==> src/rtl/aclk_pkg.sv <==
// Shared constants for the clkb edge counter: edge-select encodings and
// default sizing.
package aclk_pkg;

  localparam int CNT_W_DEF       = 8;
  localparam int SYNC_STAGES_DEF = 2;

  localparam logic [1:0] SEL_NONE = 2'b00;
  localparam logic [1:0] SEL_RISE = 2'b01;
  localparam logic [1:0] SEL_FALL = 2'b10;
  localparam logic [1:0] SEL_BOTH = 2'b11;

  // An edge is selected when its kind is enabled in the select field.
  function automatic logic edge_sel(input logic rise, input logic fall,
                                    input logic [1:0] r0);
    logic want_rise;
    logic want_fall;
    want_rise = (r0 & SEL_RISE) != SEL_NONE;
    want_fall = (r0 & SEL_FALL) != SEL_NONE;
    return (rise && want_rise) || (fall && want_fall);
  endfunction

endpackage

==> src/rtl/aclk_sync.sv <==
// Flop-chain synchronizer for a single asynchronous bit; every stage
// clears on synchronous reset.
module aclk_sync
  import aclk_pkg::*;
#(
  parameter int SYNC_STAGES = SYNC_STAGES_DEF
) (
  input  logic clk,
  input  logic rst,
  input  logic d,
  output logic q
);

  logic [SYNC_STAGES-1:0] stage;

  always_ff @(posedge clk) begin
    if (rst) begin
      stage <= '0;
    end else begin
      stage <= {stage[SYNC_STAGES-2:0], d};
    end
  end

  assign q = stage[SYNC_STAGES-1];

endmodule

==> src/rtl/aclk_edge_counter.sv <==
// Counts selected edges of an asynchronous signal clkb in the clka domain,
// with a registered per-edge pulse and a sticky wrap flag.
module aclk_edge_counter
  import aclk_pkg::*;
#(
  parameter int CNT_W       = CNT_W_DEF,
  parameter int SYNC_STAGES = SYNC_STAGES_DEF
) (
  input  logic             clka,
  input  logic             rst,
  input  logic             clkb,
  input  logic             cnt,
  input  logic [1:0]       r0,
  output logic [CNT_W-1:0] count,
  output logic             edge_pulse,
  output logic             ovf,
  output logic             sync_b
);

  logic prev;
  logic rise;
  logic fall;
  logic sel;

  aclk_sync #(
    .SYNC_STAGES(SYNC_STAGES)
  ) u_sync (
    .clk (clka),
    .rst (rst),
    .d   (clkb),
    .q   (sync_b)
  );

  always_comb begin
    rise = sync_b & ~prev;
    fall = ~sync_b & prev;
    sel  = edge_sel(rise, fall, r0);
  end

  // The pulse reports every selected edge; only the counter is gated by cnt.
  always_ff @(posedge clka) begin
    if (rst) begin
      prev       <= 1'b0;
      count      <= '0;
      edge_pulse <= 1'b0;
      ovf        <= 1'b0;
    end else begin
      prev       <= sync_b;
      edge_pulse <= sel;
      if (sel && cnt) begin
        count <= count + CNT_W'(1);
        if (&count) begin
          ovf <= 1'b1;
        end
      end
    end
  end

endmodule

==> config.mk <==
export PLATFORM = sky130hd
export DESIGN_NAME = aclk_edge_counter
export DESIGN_NICKNAME = d
export VERILOG_FILES = /design/src/rtl/aclk_pkg.sv /design/src/rtl/aclk_sync.sv /design/src/rtl/aclk_edge_counter.sv
export SDC_FILE = /design/constraint.sdc
export NUM_CORES = 1
export LEC_CHECK = 0
export CAP_MARGIN = 0
export CORE_MARGIN = 2
export CORE_UTILIZATION = 30
export CTS_CLUSTER_SIZE = 8
export DETAILED_ROUTE_END_ITERATION = 8
export PLACE_DENSITY = 0.65
export SLEW_MARGIN = 5
export SYNTH_ARGS = -nofsm -noshare
export SYNTH_HDL_FRONTEND = slang
export SYNTH_SLANG_ARGS = --single-unit
==> constraint.sdc <==
create_clock -name clka -period 1.3 [get_ports clka]
set_input_delay 0.195 -clock clka [delete_from_list [all_inputs] [get_ports clka]]
set_output_delay 0.195 -clock clka [all_outputs]
set_load 0.02 [all_outputs]
==> out/metrics.cfg, run 1 <==
[timing]
fin_skew_ns = 0.00725
post-route-period-util_pct = 99.3
hold_viol_final = 0
max_slew_margin_pct = 85.3
setup_violations = 0
finalMaxSlewViolations = 0
rsz0062_at_grt = true
period_needed_ns = 1.29
fmax_mhz = 774
tightest_slew_ns = 0.220
worst_slack_ns = 0.00861
timing.setup.tns_ns = 0

[power]
switching_share_pct = 23.3
p_leak_nw = 0.465
p_int_uw = 559
peakVddDrop_mv = 0.363
combPwrFrac_pct = 9.9
pwr-share-seq_pct = 55.5
power_switching_uw = 170
p_clk_share_pct = 34.6
power.density_nw_per_um2 = 727

[global_routing]
grtUsageTotal_pct = 12.3
use_met1_pct = 13.8
grt_util_met2_pct = 20.4
gr-total-overflow = 0
top_usage_layer = met2
grt_max_degree = 17
grt_pass1_vias = 560
globalRouteMet3Util_pct = 2.98
grt_pass1_wl_um = 2300
antenna_found_initial = 0

[min_path]
hold_end = edge_pulse
hold_start = r0[0]
worstHoldPathType = input port to flop
min_delay_path_depth = 4

[routing]
wl_per_cell_um = 12.4
vias = 611
drt_wl_total_um = 1540
vias_per_cell = 4.93
drc = 0
drt.antenna.violating_nets = 0
drt_pass1_iterations = 4
drtIter0Drc = 11

[placement]
dpl.cell_count = 118
gp_congestion = 0.760
dp_hpwl_um = 1080
post-place-ws_ns = -0.331
io_buffers = 16

[cts]
hold_buffers = 0
cts_buffers = 3
root_buffer = clkbuf_4
h-tree-depth = 1
cts.sinks = 13
clock_latency_ns = 0.28
clockBufferDepth = 2
cts_tree = built
clk_pin_slew_worst_paths_ns = 0.08

[critical_path]
crit_type = flop to flop
crit_path_cell_trace = ha_4 > nand4_1 > a211oi_2 > mux2_1
cp.required_ns = 1.47
rr_startpoint = count[1]
rrSetupSlack_ns = 0.009
path_max_fanout = 3
crit_path_end_kind = flop
path_buf_inv = 0
worst_path_dominant_cell_family = flip-flops
r2r_end = count[6]
start_kind = flop
rr_worst_depth = 4
crit_slowest_cell = dfxtp_4
crit_arrival_ns = 1.46
cp_slowest_stage_delay_ns = 0.37

[final_layout]
fin_cells = 124
final_core_util_pct = 50.1
area_delta_synth_final_pct = 55.7
multi_input_area_sq_um = 385
layout-drive-gt1-share_pct = 32.0
seq_area_sq_um = 274
diodes = 0
fillers = 193
final_nets = 105

[yosys]
syn_nets = 71
synth-seq-cells = 13
synthDistinctLibCells = 19
ys_seq_area_share_pct = 40.4
syn_area_per_cell_sq_um = 10.1
ys_warn_count = 0
syn_area_sq_um = 644
synthCells = 64

[job]
max-cap-violations = 0

[floorplan]
pin_count = 17
die_w_um = 50.3
die_height_um = 50.3
die_area_sq_um = 2530
start_util_pct = 32.2
core_area_sq_um = 2000
rows = 16

[status]
status = completed

## power by group through the flow
stage / Clock, mW / Sequential [mW] / Combinational [mW]
6_report: 0.252 / 0.404 / 0.0724
3_5_place_dp: 0 / 0.418 / 0.0741
4_1_cts: 0.268 / 0.409 / 0.0724
3_3_place_gp: 0 / 0.418 / 0.0729
5_1_grt: 0.276 / 0.405 / 0.0785
2_1_floorplan: 0 / 0.421 / 0.0234
## flip-flops by register name, indices dropped and copies added, names as in the netlist
register	count
prev	1
edge_pulse	1
u_sync.stage	2
ovf	1
count	8
## synthesized netlist by cell type
cell / instances / area share [%]
inv_1: 1 / 0.58
nor2_1: 7 / 4.1
a21oi_2: 1 / 1.4
a21o_1: 1 / 1.2
ha_1: 1 / 1.9
a22o_1: 1 / 1.4
nand3_1: 2 / 1.6
mux2_1: 6 / 10
dfxtp_1: 13 / 40
clkbuf_1: 2 / 1.2
nor2b_1: 9 / 8.7
a21bo_1: 1 / 1.6
nand4_1: 5 / 4.9
nand3b_4: 2 / 6.2
a211oi_2: 3 / 5.8
a21boi_2: 1 / 1.7
a21oi_1: 4 / 3.1
nand2_1: 2 / 1.2
nand4b_1: 2 / 2.7
## metal layers
metal	share of wire, %	vias to the layer above	wire, um
li1	-	297	-
met1	45	292	697
met2	49	17	755
met3	3.3	5	51
met4	2.4	0	37
met5	0	-	0
## worst max-delay path by stage
stage / from / end / slack (ns) / cells past startpoint
6_report: count[1] / count[6] / 0.009 / 4
3_5_place_dp: cnt / count[5] / -0.33 / 4
4_1_cts: cnt / count[2] / 0.006 / 5
3_3_place_gp: cnt / count[5] / -0.33 / 4
5_1_grt: count[1] / count[6] / -0.05 / 4
2_1_floorplan: count[0] / count[6] / -0.002 / 4
## logic make-up after synthesis
| logic type | count (synthesis) | synth area share, % |
|---|---|---|
| simple gates | 29 | 29.3 |
| mux | 6 | 10.5 |
| buf+inv | 3 | 1.75 |
| compound gates | 12 | 16.1 |
| fa+ha+maj | 1 | 1.94 |
| flops | 13 | 40.4 |
## worst register-to-register path, stage by stage (launching register included)
cell and delay, ns:
dfxtp_4 0.37, ha_4 0.15, nand4_1 0.10, a211oi_2 0.23
mux2_1 0.34
## final cells by class
cell class / count / area share, %
clock buffers: 4 / 2.62
inverters: 1 / 0.374
multi-input cells: 48 / 38.4
flip-flops and latches: 13 / 27.3
well taps: 27 / 3.37
repair buffers: 31 / 27.9
## through the flow
step                hold slack (ns)  power (mW)  area (sq um)
floorplan                     0.323       0.445           649
global placement              0.418       0.491           946
detailed placement            0.437       0.493           946
CTS                           0.452       0.750           958
global route                  0.428       0.760          1000
finish                        0.405       0.729          1000
## cell usage in the layout (no fill, tap or decap), types with 2 or more instances in the layout
| master | instances |
|---|---|
| buf_4 | 14 |
| nor2b_1 | 9 |
| dfxtp_1 | 8 |
| dlygate4sd2_1 | 8 |
| nor2_1 | 7 |
| mux2_1 | 6 |
| nand4_1 | 5 |
| a21oi_1 | 4 |
| a211oi_2 | 3 |
| clkbuf_4 | 3 |
| dfxtp_4 | 3 |
| clkdlybuf4s50_1 | 3 |
| clkdlybuf4s15_1 | 3 |
| nand4b_1 | 2 |
| nand3_1 | 2 |
| nand3b_4 | 2 |
| nand2_1 | 2 |
| dfxtp_2 | 2 |
| dlymetal6s2s_1 | 2 |
## repair_timing
item                                   CTS  global route
buffers inserted                         0             2
resized for setup                       11            11
pin swaps                                2             6
endpoints found under the hold margin    0             0
setup endpoints to repair               12             9
(Power assumes the default switching activity.)
==> inputs of run 2 (changes only) <==
--- a/config.mk
+++ b/config.mk
@@ -10,7 +10,9 @@
 export CORE_UTILIZATION = 30
 export CTS_CLUSTER_SIZE = 8
 export DETAILED_ROUTE_END_ITERATION = 8
+export GPL_TIMING_DRIVEN = 0
 export PLACE_DENSITY = 0.65
+export RECOVER_POWER = 25
 export SLEW_MARGIN = 5
 export SYNTH_ARGS = -nofsm -noshare
 export SYNTH_HDL_FRONTEND = slang
==> run 2 against run 1 <==
  * The run now ends with setup timing left
  * Maximum frequency down 1.1%
  * Sequential share of layout area up 3.6 points
  * Global-route usage down 0.063 points
  * Critical endpoint unchanged
==> out/metrics.cfg, run 2 (synthesis gave the netlist of run 1 again) <==
[power]
p_leak_nw = 0.388
pwr-share-seq_pct = 57.5
combPwrFrac_pct = 7.7
p_total_uw = 705
p_clk_share_pct = 34.8
peakVddDrop_mv = 0.648
power.density_nw_per_um2 = 795
switching_share_pct = 22.8
p_int_uw = 544
power_switching_uw = 161

[routing]
vias = 564
vias_per_cell = 4.99
wl_met1_um = 588
drc = 0
drt.antenna.violating_nets = 0
top_layer_used = met4
drt_pass1_iterations = 4
drtIter0Drc = 13
wl_met2_um = 618
drt_wl_total_um = 1300
wl_per_cell_um = 11.5
met3WireLength_um = 76

[timing]
worst_slack_ns = -0.00635
tightest_slew_ns = 0.423
finalMaxSlewViolations = 0
post-route-period-util_pct = 100
timing.setup.tns_ns = -0.00635
fin_skew_ns = 0.00605
setup_violations = 1
hold_viol_final = 0
rsz0062_at_grt = true
hold_slack_ns = 0.304
max_slew_margin_pct = 71.8
period_needed_ns = 1.31
fmax_mhz = 765

[final_layout]
layout_common_cells = 10 x dlygate4sd2_1, 9 x nor2b_1, 7 x nor2_1
fin_cells = 113
final_nets = 94
area_delta_synth_final_pct = 37.5
multi_input_area_sq_um = 385
largest_reg_flops = 8
fillers = 198
seq_area_sq_um = 274
largest-register = count
layout-drive-gt1-share_pct = 25.6
diodes = 0
final_common_cell = dlygate4sd2_1
reg_top3 = count (8), u_sync.stage (2)

[global_routing]
grt_pass1_vias = 523
grtUsageTotal_pct = 12.2
gr-total-overflow = 0
antenna_found_initial = 0
grt_pass1_wl_um = 2290
grt_max_degree = 11

[critical_path]
crit_path_cell_trace = clkdlybuf4s50_1 > nand3b_4 > a211oi_2 > mux2_1
crit_path_end_kind = flop
cp.required_ns = 1.46
crit_slowest_cell = clkdlybuf4s50_1
cp_slowest_stage_delay_ns = 0.53
crit_arrival_ns = 1.47
start_kind = input port
crit_type = input port to flop
worst_path_dominant_cell_family = buffers and inverters
path_buf_inv = 1
path_max_fanout = 6

[floorplan]
rows = 16
die_area_sq_um = 2530
die_height_um = 50.3
die_w_um = 50.3
core_area_sq_um = 2000
pin_count = 17
start_util_pct = 32.2

[cts]
root_buffer = clkbuf_4
cts_tree = built
h-tree-depth = 1
clk_pin_slew_worst_paths_ns = 0.08
clockBufferDepth = 2
hold_buffers = 0
cts_buffers = 3
cts.sinks = 13
clock_latency_ns = 0.27

[job]
max-cap-violations = 0

[placement]
io_buffers = 15
post-place-ws_ns = -0.391
dpl.cell_count = 106
gp_congestion = 0.754
dp_hpwl_um = 912

[status]
status = finished, violations left
violations = setup timing

[min_path]
worstHoldPathType = input port to flop

-- run 2: power groups by stage --
stage	logic (mW)	clock network, mW	registers, mW
2_1_floorplan	0.0234	0	0.421
3_3_place_gp	0.0536	0	0.418
3_5_place_dp	0.0542	0	0.418
4_1_cts	0.0548	0.262	0.405
5_1_grt	0.0590	0.296	0.407
6_report	0.0541	0.245	0.405
-- run 2: metal layers --
metal / up-vias / global-route usage, %
met4: 0 / 8.11
met3: 2 / 4.46
met1: 268 / 14.2
met5: - / 0
li1: 278 / -
met2: 16 / 18.6
-- run 2: worst paths after layout --
kind / start / end / slack [ns] / cells after the start
setup / recovery: r0[1] / count[6] / -0.006 / 4
hold / removal: rst / prev / 0.30 / 2
setup reg to reg: u_sync.stage[1] / count[6] / 0.03 / 3
hold reg to reg: u_sync.stage[0] / u_sync.stage[1] / 0.44 / 1
-- run 2: what timing repair did --
action,4_1_cts,5_1_grt
setup endpoints to repair,16,8
resized for setup,16,6
pin swaps,5,3
buffers inserted,3,0
-- run 2: metrics by stage --
stage | util [%] | instance area [sq um]
after global placement | 41.6 | 833
after CTS | 44.2 | 885
after detailed placement | 41.6 | 833
after global routing | 44.3 | 886
final | 44.3 | 886
after floorplan | - | 649
-- run 2: final cells by class --
type                            instances  area share [%]
Multi-Input combinational cell         48            43.5
Sequential cell                        13            30.9
Timing Repair Buffer                   18            17.5
Tap cell                               27            3.81
Clock buffer                            4            2.97
Buffer                                  2           0.847
Inverter                                1           0.424
-- run 2: worst reg2reg max path, delay by kind of cell (launching register included) --
kind,cells,cell delay [ns]
AND/OR/NAND/NOR,1,0.20
multiplexers,1,0.33
AO/OA/AOI/OAI,1,0.27
flip-flops,1,0.35
==> edit: new RTL, config.mk and constraints of run 2 <==
Change the package constant `SYNC_STAGES_DEF` from 2 to 4.
--- a/src/rtl/aclk_pkg.sv
+++ b/src/rtl/aclk_pkg.sv
@@ -5,3 +5,3 @@
   localparam int CNT_W_DEF       = 8;
-  localparam int SYNC_STAGES_DEF = 2;
+  localparam int SYNC_STAGES_DEF = 4;
 
Behaviour: not the same (Yosys sat finds a counterexample within 4 cycles, from zero or initial values and one cycle with rst high).
==> edit against run 2 <==
The flow still finishes with violations (setup timing). Cell area grew 7.2%. Total power rose by 11%. Area after synthesis rose by 4.7%. Worst setup slack better by 0.00060 ns. Sequential cell count is 2 higher. Synthesized cell count up 6.3%. Wire length is 6.8% higher. Combinational power decreased by 17%. Critical endpoint unchanged.
==> edit: results (changes against run 2) <==
Critical path
  • Critical path origin: u_sync.stage[3]
  • Top cell family by delay on the critical path: flip-flops

Outcome
  • Violated checks: setup timing
  • Outcome: complete, but fails checks

Timing
  • Pin slew with the least headroom to its limit: 0.4406 ns (+0.01751 ns)
  • Setup TNS: -0.005750 ns (+0.0006036 ns)
  • Setup-failing EPs final: 1 (unchanged)
  • Worst setup margin: -0.005750 ns (+0.0006036 ns)

Layout
  • Final Non-Filler Cells: 119 (+5.3%)
  • Post-route cell area: 949.7 um^2 (+7.2%)
  • Fillers: 239 (+21%)
  • Layout cell share with drive strength beyond 1: 0.2637 (+0.007922)
  • Clock network area share: 0.02899 (-0.0006755)
  • # clk buffers: 3 (-1)
  • Top flop regs: count x8, u_sync.stage x4

Yosys
  • Top post-synthesis cells by count: dfxtp_1, nor2b_1, nor2_1, a21oi_1, nand4_1
  • Post-Synthesis Cells: 68 (+6.3%)
  • Syn nets: 75 (+5.6%)

Power
  • Comb pwr share: 0.058 (-0.019)
  • Worst vdd ir: 686.7 uV (+6.0%)
  • Clock group: 270 uW (+10%)

GRT
  • Total GRT Usage: 0.1184 (-0.003438)

Place
  • Placed insts: 112 (+5.7%)
  • DP Wirelength: 956.8 um (+4.9%)

CTS
  • Clock-pin slew on the worst setup and hold paths: 0.10 ns (+0.02 ns)

Detailed routing
  • Met3 wire len: 49 um (-36%)
  • Avg WL per Cell: 11.69 um (+1.4%)
==> edit: how the worst min path moves through the flow <==
stage	startpoint	cells past startpoint	to	slack [ns]
3_3_place_gp	u_sync.stage[2]	1	u_sync.stage[3]	0.42
6_report	u_sync.stage[2]	1	u_sync.stage[3]	0.45
3_5_place_dp	u_sync.stage[1]	1	u_sync.stage[2]	0.43
2_1_floorplan	clkb	1	u_sync.stage[0]	0.32
4_1_cts	u_sync.stage[2]	1	u_sync.stage[3]	0.45
5_1_grt	u_sync.stage[2]	1	u_sync.stage[3]	0.46
==> edit: kinds of logic (layout without fill, tap and decap cells) <==
logic type | count (synthesis) | count (layout) | share of synthesized area
AND/OR/NAND/NOR | 31 | 31 | 0.2987
flip-flops | 15 | 15 | 0.4453
AO/OA/AOI/OAI | 12 | 12 | 0.1206
multiplexers | 6 | 6 | 0.1002
buffers and inverters | 3 | 26 | 0.01670
adder cells (fa/ha/maj) | 1 | 1 | 0.01855
